File: config.mk
export PLATFORM = sky130hd
export DESIGN_NAME = pc_unit
export DESIGN_NICKNAME = d
export VERILOG_FILES = /design/src/rtl/pc_unit.sv
export SDC_FILE = /design/constraint.sdc
export NUM_CORES = 1
export LEC_CHECK = 0
export ABC_CLOCK_PERIOD_IN_PS = 3200
export CORE_ASPECT_RATIO = 0.9
export CORE_MARGIN = 3
export CORE_UTILIZATION = 30
export DETAILED_ROUTE_END_ITERATION = 8
export PLACE_DENSITY_LB_ADDON = 0.15
export SETUP_SLACK_MARGIN = 0.05
export SYNTH_ARGS = -nofsm -noshare
export SYNTH_HDL_FRONTEND = slang
export SYNTH_SLANG_ARGS = --single-unit
File: constraint.sdc
create_clock -name clk -period 3.2 [get_ports clk]
set_clock_uncertainty 0.15 [all_clocks]
set_input_delay 0.48 -clock clk [delete_from_list [all_inputs] [get_ports clk]]
set_output_delay 0.48 -clock clk [all_outputs]
set_load 0.02 [all_outputs]
File: src/rtl/pc_unit.sv
// Program-counter unit: holds or advances the fetch address by SEQ/BRANCH/JUMP/CALL/RET.
// Define PC_RAS_EN to build the circular return-address stack; otherwise CALL=JUMP, RET=SEQ.
module pc_unit #(
   parameter int unsigned      WIDTH      = 32,
   parameter logic [WIDTH-1:0] RESET_ADDR = {WIDTH{1'b0}},
   parameter int unsigned      STEP       = 4,
   parameter int unsigned      RAS_DEPTH  = 4
) (
   input  logic                             clk,
   input  logic                             reset,
   input  logic                             en,
   input  logic [2:0]                       mode,
   input  logic [WIDTH-1:0]                 imm,
   input  logic [WIDTH-1:0]                 target,
   output logic [WIDTH-1:0]                 addr,
   output logic [$clog2(RAS_DEPTH+1)-1:0]   ras_count,
   output logic                             ras_ovf,
   output logic                             ras_unf
);

   localparam int unsigned      SHIFT      = $clog2(STEP);
   localparam int unsigned      CW         = $clog2(RAS_DEPTH+1);
   localparam logic [WIDTH-1:0] STEP_W     = WIDTH'(STEP);
   localparam logic [WIDTH-1:0] ALIGN_MASK = ~(STEP_W - {{(WIDTH-1){1'b0}}, 1'b1});

   localparam logic [2:0] MODE_SEQ    = 3'd0;
   localparam logic [2:0] MODE_BRANCH = 3'd1;
   localparam logic [2:0] MODE_JUMP   = 3'd2;
   localparam logic [2:0] MODE_CALL   = 3'd3;
   localparam logic [2:0] MODE_RET    = 3'd4;

   logic [WIDTH-1:0] addr_r;
   logic [WIDTH-1:0] addr_nxt_s;
   logic [WIDTH-1:0] seq_s;
   logic [WIDTH-1:0] branch_s;
   logic [WIDTH-1:0] jump_s;
   logic [WIDTH-1:0] ret_addr_s;
   logic             ret_ok_s;

   // imm counts instructions, so scaling by STEP is a plain shift
   assign seq_s    = addr_r + STEP_W;
   assign branch_s = seq_s + (imm << SHIFT);
   assign jump_s   = target & ALIGN_MASK;

   // next-address selection
   always_comb begin
      addr_nxt_s = addr_r;
      if (en) begin
         case (mode)
            MODE_SEQ:    addr_nxt_s = seq_s;
            MODE_BRANCH: addr_nxt_s = branch_s;
            MODE_JUMP:   addr_nxt_s = jump_s;
            MODE_CALL:   addr_nxt_s = jump_s;
            MODE_RET:    addr_nxt_s = ret_ok_s ? ret_addr_s : seq_s;
            default:     addr_nxt_s = seq_s;
         endcase
      end else begin
         addr_nxt_s = addr_r;
      end
   end

   // program-counter register
   always_ff @(posedge clk or negedge reset) begin
      if (!reset) begin
         addr_r <= RESET_ADDR;
      end else begin
         addr_r <= addr_nxt_s;
      end
   end

   assign addr = addr_r;

`ifdef PC_RAS_EN
   localparam int unsigned PW = $clog2(RAS_DEPTH);

   logic [WIDTH-1:0] ras_r [RAS_DEPTH];
   logic [PW-1:0]    top_r;
   logic [PW-1:0]    top_inc_s;
   logic [PW-1:0]    top_dec_s;
   logic [CW-1:0]    count_r;
   logic             ovf_r;
   logic             unf_r;
   logic             push_s;
   logic             pop_s;
   logic             unf_s;
   logic             empty_s;
   logic             full_s;

   // stack control; pointer wraps modulo RAS_DEPTH, which need not be a power of two
   always_comb begin
      empty_s   = (count_r == {CW{1'b0}});
      full_s    = (count_r == CW'(RAS_DEPTH));
      push_s    = en && (mode == MODE_CALL);
      pop_s     = en && (mode == MODE_RET) && !empty_s;
      unf_s     = en && (mode == MODE_RET) && empty_s;
      top_inc_s = (top_r == PW'(RAS_DEPTH-1)) ? {PW{1'b0}} : top_r + PW'(1);
      top_dec_s = (top_r == {PW{1'b0}}) ? PW'(RAS_DEPTH-1) : top_r - PW'(1);
   end

   assign ret_ok_s   = pop_s;
   assign ret_addr_s = ras_r[top_r];

   // RAS storage, pointer, count and sticky flags; a full push overwrites the oldest slot
   always_ff @(posedge clk or negedge reset) begin
      if (!reset) begin
         for (int unsigned i = 0; i < RAS_DEPTH; i++) begin
            ras_r[i] <= {WIDTH{1'b0}};
         end
         top_r   <= {PW{1'b0}};
         count_r <= {CW{1'b0}};
         ovf_r   <= 1'b0;
         unf_r   <= 1'b0;
      end else if (push_s) begin
         ras_r[top_inc_s] <= seq_s;
         top_r            <= top_inc_s;
         if (full_s) begin
            ovf_r <= 1'b1;
         end else begin
            count_r <= count_r + CW'(1);
         end
      end else if (pop_s) begin
         top_r   <= top_dec_s;
         count_r <= count_r - CW'(1);
      end else if (unf_s) begin
         unf_r <= 1'b1;
      end
   end

   assign ras_count = count_r;
   assign ras_ovf   = ovf_r;
   assign ras_unf   = unf_r;
`else
   assign ret_ok_s   = 1'b0;
   assign ret_addr_s = seq_s;
   assign ras_count  = {CW{1'b0}};
   assign ras_ovf    = 1'b0;
   assign ras_unf    = 1'b0;
`endif

endmodule

Word-level counts from Yosys, hierarchy flattened:

Cells that the tools add are included.
W data, S select, Z words.

* mux-type cells: 1
* multipliers: 0
* divide/modulo/power cells: 0
* shift operators: 0
* reductions and logical operators: 1
* equality and inequality tests: 3
* magnitude comparators: 0
* bitwise gates (word level): 0
* $add $sub $neg: 2

Operators by type and width (count)
* $pmux W32 S2: 1
* $add A32 B3 Y32 const B: 1
* $add A32 B32 Y32: 1
* $eq A3 B2 Y1 const B: 2
* $eq A3 B1 Y1 const B: 1
* $reduce_or A2 Y1: 1

* bits in latches: 0
* output and inout bits: 37
* logic and storage cells: 8
* ROM bits: 0
* memories: 0
* bits in registers: 32
* memory bits (writable): 0
* input bits: 70

Logic depth before layout (Yosys ltp):

* depth after elaboration: 3
* depth in mapped cells: 17
* mapped depth without buffers: 16

Worst setup path before layout:

OpenSTA, ideal clock, no wires.

* path kind: reg-to-reg
* start: register addr_r[4] (netlist: addr[4])
* end: register addr_r[29] (netlist: addr[29])
* required time: 2981 ps
* arrival: 3353 ps
* stages on the path, launching flop included: 16
* buffers on the path: 0
* period minus slack after synthesis: 3572 ps
* slack: -372 ps
* setup time: 69 ps
* cells stage by stage: dfrtp_1 -> and3_2 -> and2_1 -> nand2_2 -> nor2_1 -> nand3_1 -> xnor2_1 -> ha_1 -> nand4_1 -> nor3_1 -> o21ai_0 -> a21oi_1 -> o21ai_0 -> a211o_1 -> a2111o_1 -> nand3_1

* cells in the longest elaborated chain, start to end: 3

Ends and longest elaborated chain
* from (decl): line 32 `logic [WIDTH-1:0] addr_r;`
* from (signal assigned): line 67 `addr_r <= addr_nxt_s;`
* $add A32 B3 Y32 (*): line 41 `assign seq_s = addr_r + STEP_W;`
* $add A32 B32 Y32: line 42 `assign branch_s = seq_s + (imm << SHIFT);`
* $pmux W32 S2 (*): line 49 `case (mode)`

Mark *: on every way between the ends. The rest lies on a longest branch, timed or not.
A chain may end at the register's enable or synchronous reset.

Worst setup path in the final report:

* start: register addr_r[13] (netlist: addr[13])
* end: register addr_r[31] (netlist: addr[31])

Same word-level chain as after synthesis.

==> metrics.md <==
| Metric | Value |
|---|---|
| Status | finished, violations left |
| Failing checks | negative setup slack |
| Remaining DRCs | 0 |
| Initial antenna violation count | 0 |
| Gr usage total | between 20% and 30% |
| Number of global-route vias before repair | around 4700 |
| Total Wirelength | about 16000 um |
| Antenna Cells | 0 |
| Post-synth EDFFs | 0 |
| Required time worst endpoint | roughly 3.2 ns |
| Power Total | about 4.0 mW |
| Layout cell share with drive strength beyond 1 | around 38% |
| Final Cycle Share | 107% |
| Die width | around 130 um |
| Final hold slack | roughly 0.40 ns |
| Die ar. | around 14000 um2 |
| CP max FO | 5 |
| Arr. time, crit path | 3.43 ns |
| CTS tree | yes |
| Post-synth top area share | 19.4% |
| Placed Instance Area | 5990 um2 |
| Leakage | approximately 3.0 nW |
| DR pass1 iterations | 5 |
| Clock sinks | 30 |
| Clock transition at path regs | 0.06 ns |
| Sequential area share after synthesis | between 10% and 20% |
| Post-place setup slack | -0.326 ns |
| Primary FF master, synth | dfrtp_1 |
| Final std cells w/o fill | between 800 and 900 |
| Vias/cell | about 5.4 |
| Row Count | 38 |
| Asr flop ratio synth | 100% |
| Unrepaired setup endpoints after global routing | yes |
| CTS buffer count | 5 |
| Port Buf Inserts | 95 |
| Bufs on Longest Clock Path | 2 |
| Hold_buf cts | 0 |
| H-tree depth reported by CTS | 2 |
| Layout Utilization | roughly 56% |
| Endpoints failing setup | 10 |
| DP HPWL | between 10000 and 15000 um |
| Io pins | between 100 and 150 |
| Relative slew slack | about half |
| Top cell type by total area after synthesis | dfrtp_1 |
| Grt ovf | 0 |
| Worst setup margin | -0.215 ns |
| Design area | 6890 um2 |
| Via Count | 4812 |
| Setup CP Type | reg2reg |
| Tmin final | roughly 3.4 ns |
| DR iter-0 viols | around 350 |
| Clock latency on the worst-skew pair | 0.28 ns |
| Post-synthesis cell count | roughly 510 |
| Routed WL per cell | ~17 um |
| Post-Syn Area | 3880 um2 |
| Mean Syn Cell Area | 7.59 um2 |
| Final hold violations | 0 |
| Register bit total from synthesis | 30 |
| Crit end category | flop |
| Slew @ Worst Pin | between 0.7 and 0.8 ns |
| Max-Cap Viols | 0 |
| Die H | around 110 um |
| Global-route wire length before repair | about 24000 um |
| Power Dens Cells | 578 nW/um2 |
| Synth top area cells | dfrtp_1 19%, ha_1 12%, xnor2_1 6.1%, xor2_1 5.4%, a21oi_1 5.0% |
| Max FFs per register | 30 |
| Initial Utilization | between 30% and 40% |
| Count of cell types in the netlist | 58 |
| Worst setup SP type | flop |
| Core footprint | about 12000 um2 |
| Setup TNS | -1.06 ns |
| Worst Hold Class | reg2reg |
| Routability congestion estimate | 0.887 |
| Largest net degree at the start of global routing | 36 |
| F_max | ~300 MHz |
| Final net count | 845 |
| Max Slew Vio Count | 0 |
| Syn-to-layout area delta | 77.7% |
| Ys Warns | 0 |
| Worst vdd ir | ~0.23 mV |
| Root Buffer | clkbuf_16 |
| Cell count after placement | between 800 and 900 |
| DRT antenna net count | 0 |
==> critical path: stages (launching register included) <==
cell,delay (ns)
dfrtp_1,0.36
and4_4,0.25
nand3_4,0.14
buf_4,0.17
nor3_4,0.20
buf_4,0.14
and4_4,0.25
xor2_2,0.07
ha_1,0.37
and3_1,0.20
nand4_1,0.15
a21oi_4,0.21
o2111ai_4,0.17
a31oi_2,0.24
nor4_2,0.07
nand3b_1,0.15
==> cell families (layout without fill, tap and decap cells) <==
group | after synthesis | in the layout | synth area share [%]
compound gates | 166 | 166 | 27.9
simple gates | 175 | 175 | 23.2
other cells | 1 | 7 | 0.0967
flops | 30 | 30 | 19.4
buf+inv | 50 | 272 | 5.58
fa+ha+maj | 37 | 37 | 12.1
mux | 1 | 1 | 0.258
xor+xnor | 51 | 51 | 11.5
==> where the power goes <==
group | total [mW] | internal (mW) | switching (mW) | leakage [nW]
logic | 2.88 | 1.45 | 1.43 | 2.62
registers | 0.589 | 0.482 | 0.107 | 0.341
clock network | 0.513 | 0.310 | 0.204 | 0.0739
==> routing by layer <==
metal	vias up	track usage [%]	routed length, um
li1	2312	-	-
met1	2302	30.7	7510
met2	180	32.8	7040
met3	18	2.53	896
met4	0	4.36	218
met5	-	0	0
==> layout by cell type (no fill, tap or decap), types with 8 or more instances in the layout <==
cell type / count
a21o_1: 16
a21oi_1: 16
a21oi_2: 19
a221oi_1: 8
a22oi_1: 19
a31oi_1: 8
buf_4: 135
buf_6: 13
clkdlybuf4s50_1: 95
dfrtp_1: 20
dfrtp_2: 10
ha_1: 31
inv_1: 17
nand2_1: 42
nand2_2: 8
nand3_1: 16
nand4_1: 10
nor2_1: 38
o21ai_0: 16
o21ai_1: 12
xnor2_1: 16
xnor2_2: 10
xor2_1: 18
==> timing repair <==
item	in CTS	in global routing
resized for setup	54	73
endpoints found under the setup margin	14	21
cloned	0	0
hold endpoints to repair	0	0
pin swaps	35	65
buffers inserted	14	10
==> cells in the mapped netlist (all sizes together) (4+ instances only) <==
master	count
ha	36
o21a	4
nand4	10
xnor2	27
a31oi	11
o21ai	35
and3	11
xor2	24
buf	9
a22o	5
nor2	47
a221oi	9
a21o	16
inv	18
clkbuf	22
nor3	10
o22ai	5
nand3	22
nand2	51
a22oi	19
a21oi	39
and2	6
dfrtp	30
and4	4
o221ai	4
==> worst paths after layout <==
path	startpoint	end	slack (ns)	cells after the start
setup / recovery	addr[13]	addr[31]	-0.21	15
hold / removal	addr[27]	addr[27]	0.40	2
setup reg to reg	addr[13]	addr[31]	-0.21	15
hold reg to reg	addr[27]	addr[27]	0.40	2
max in group asynchronous	reset	addr[9]	2.07	2
min in group asynchronous	reset	addr[28]	0.47	2
==> cell type report <==
type                            count  area [um2]
Fill cell                        1122        5470
Multi-Input combinational cell    437        3560
Timing Repair Buffer              245        2150
Sequential cell                    30         763
Tap cell                          160         200
Clock buffer                        7         143
Inverter                           19        71.3
Clock inverter                      1        5.00
No activity file was read; power rests on OpenSTA's default activity.
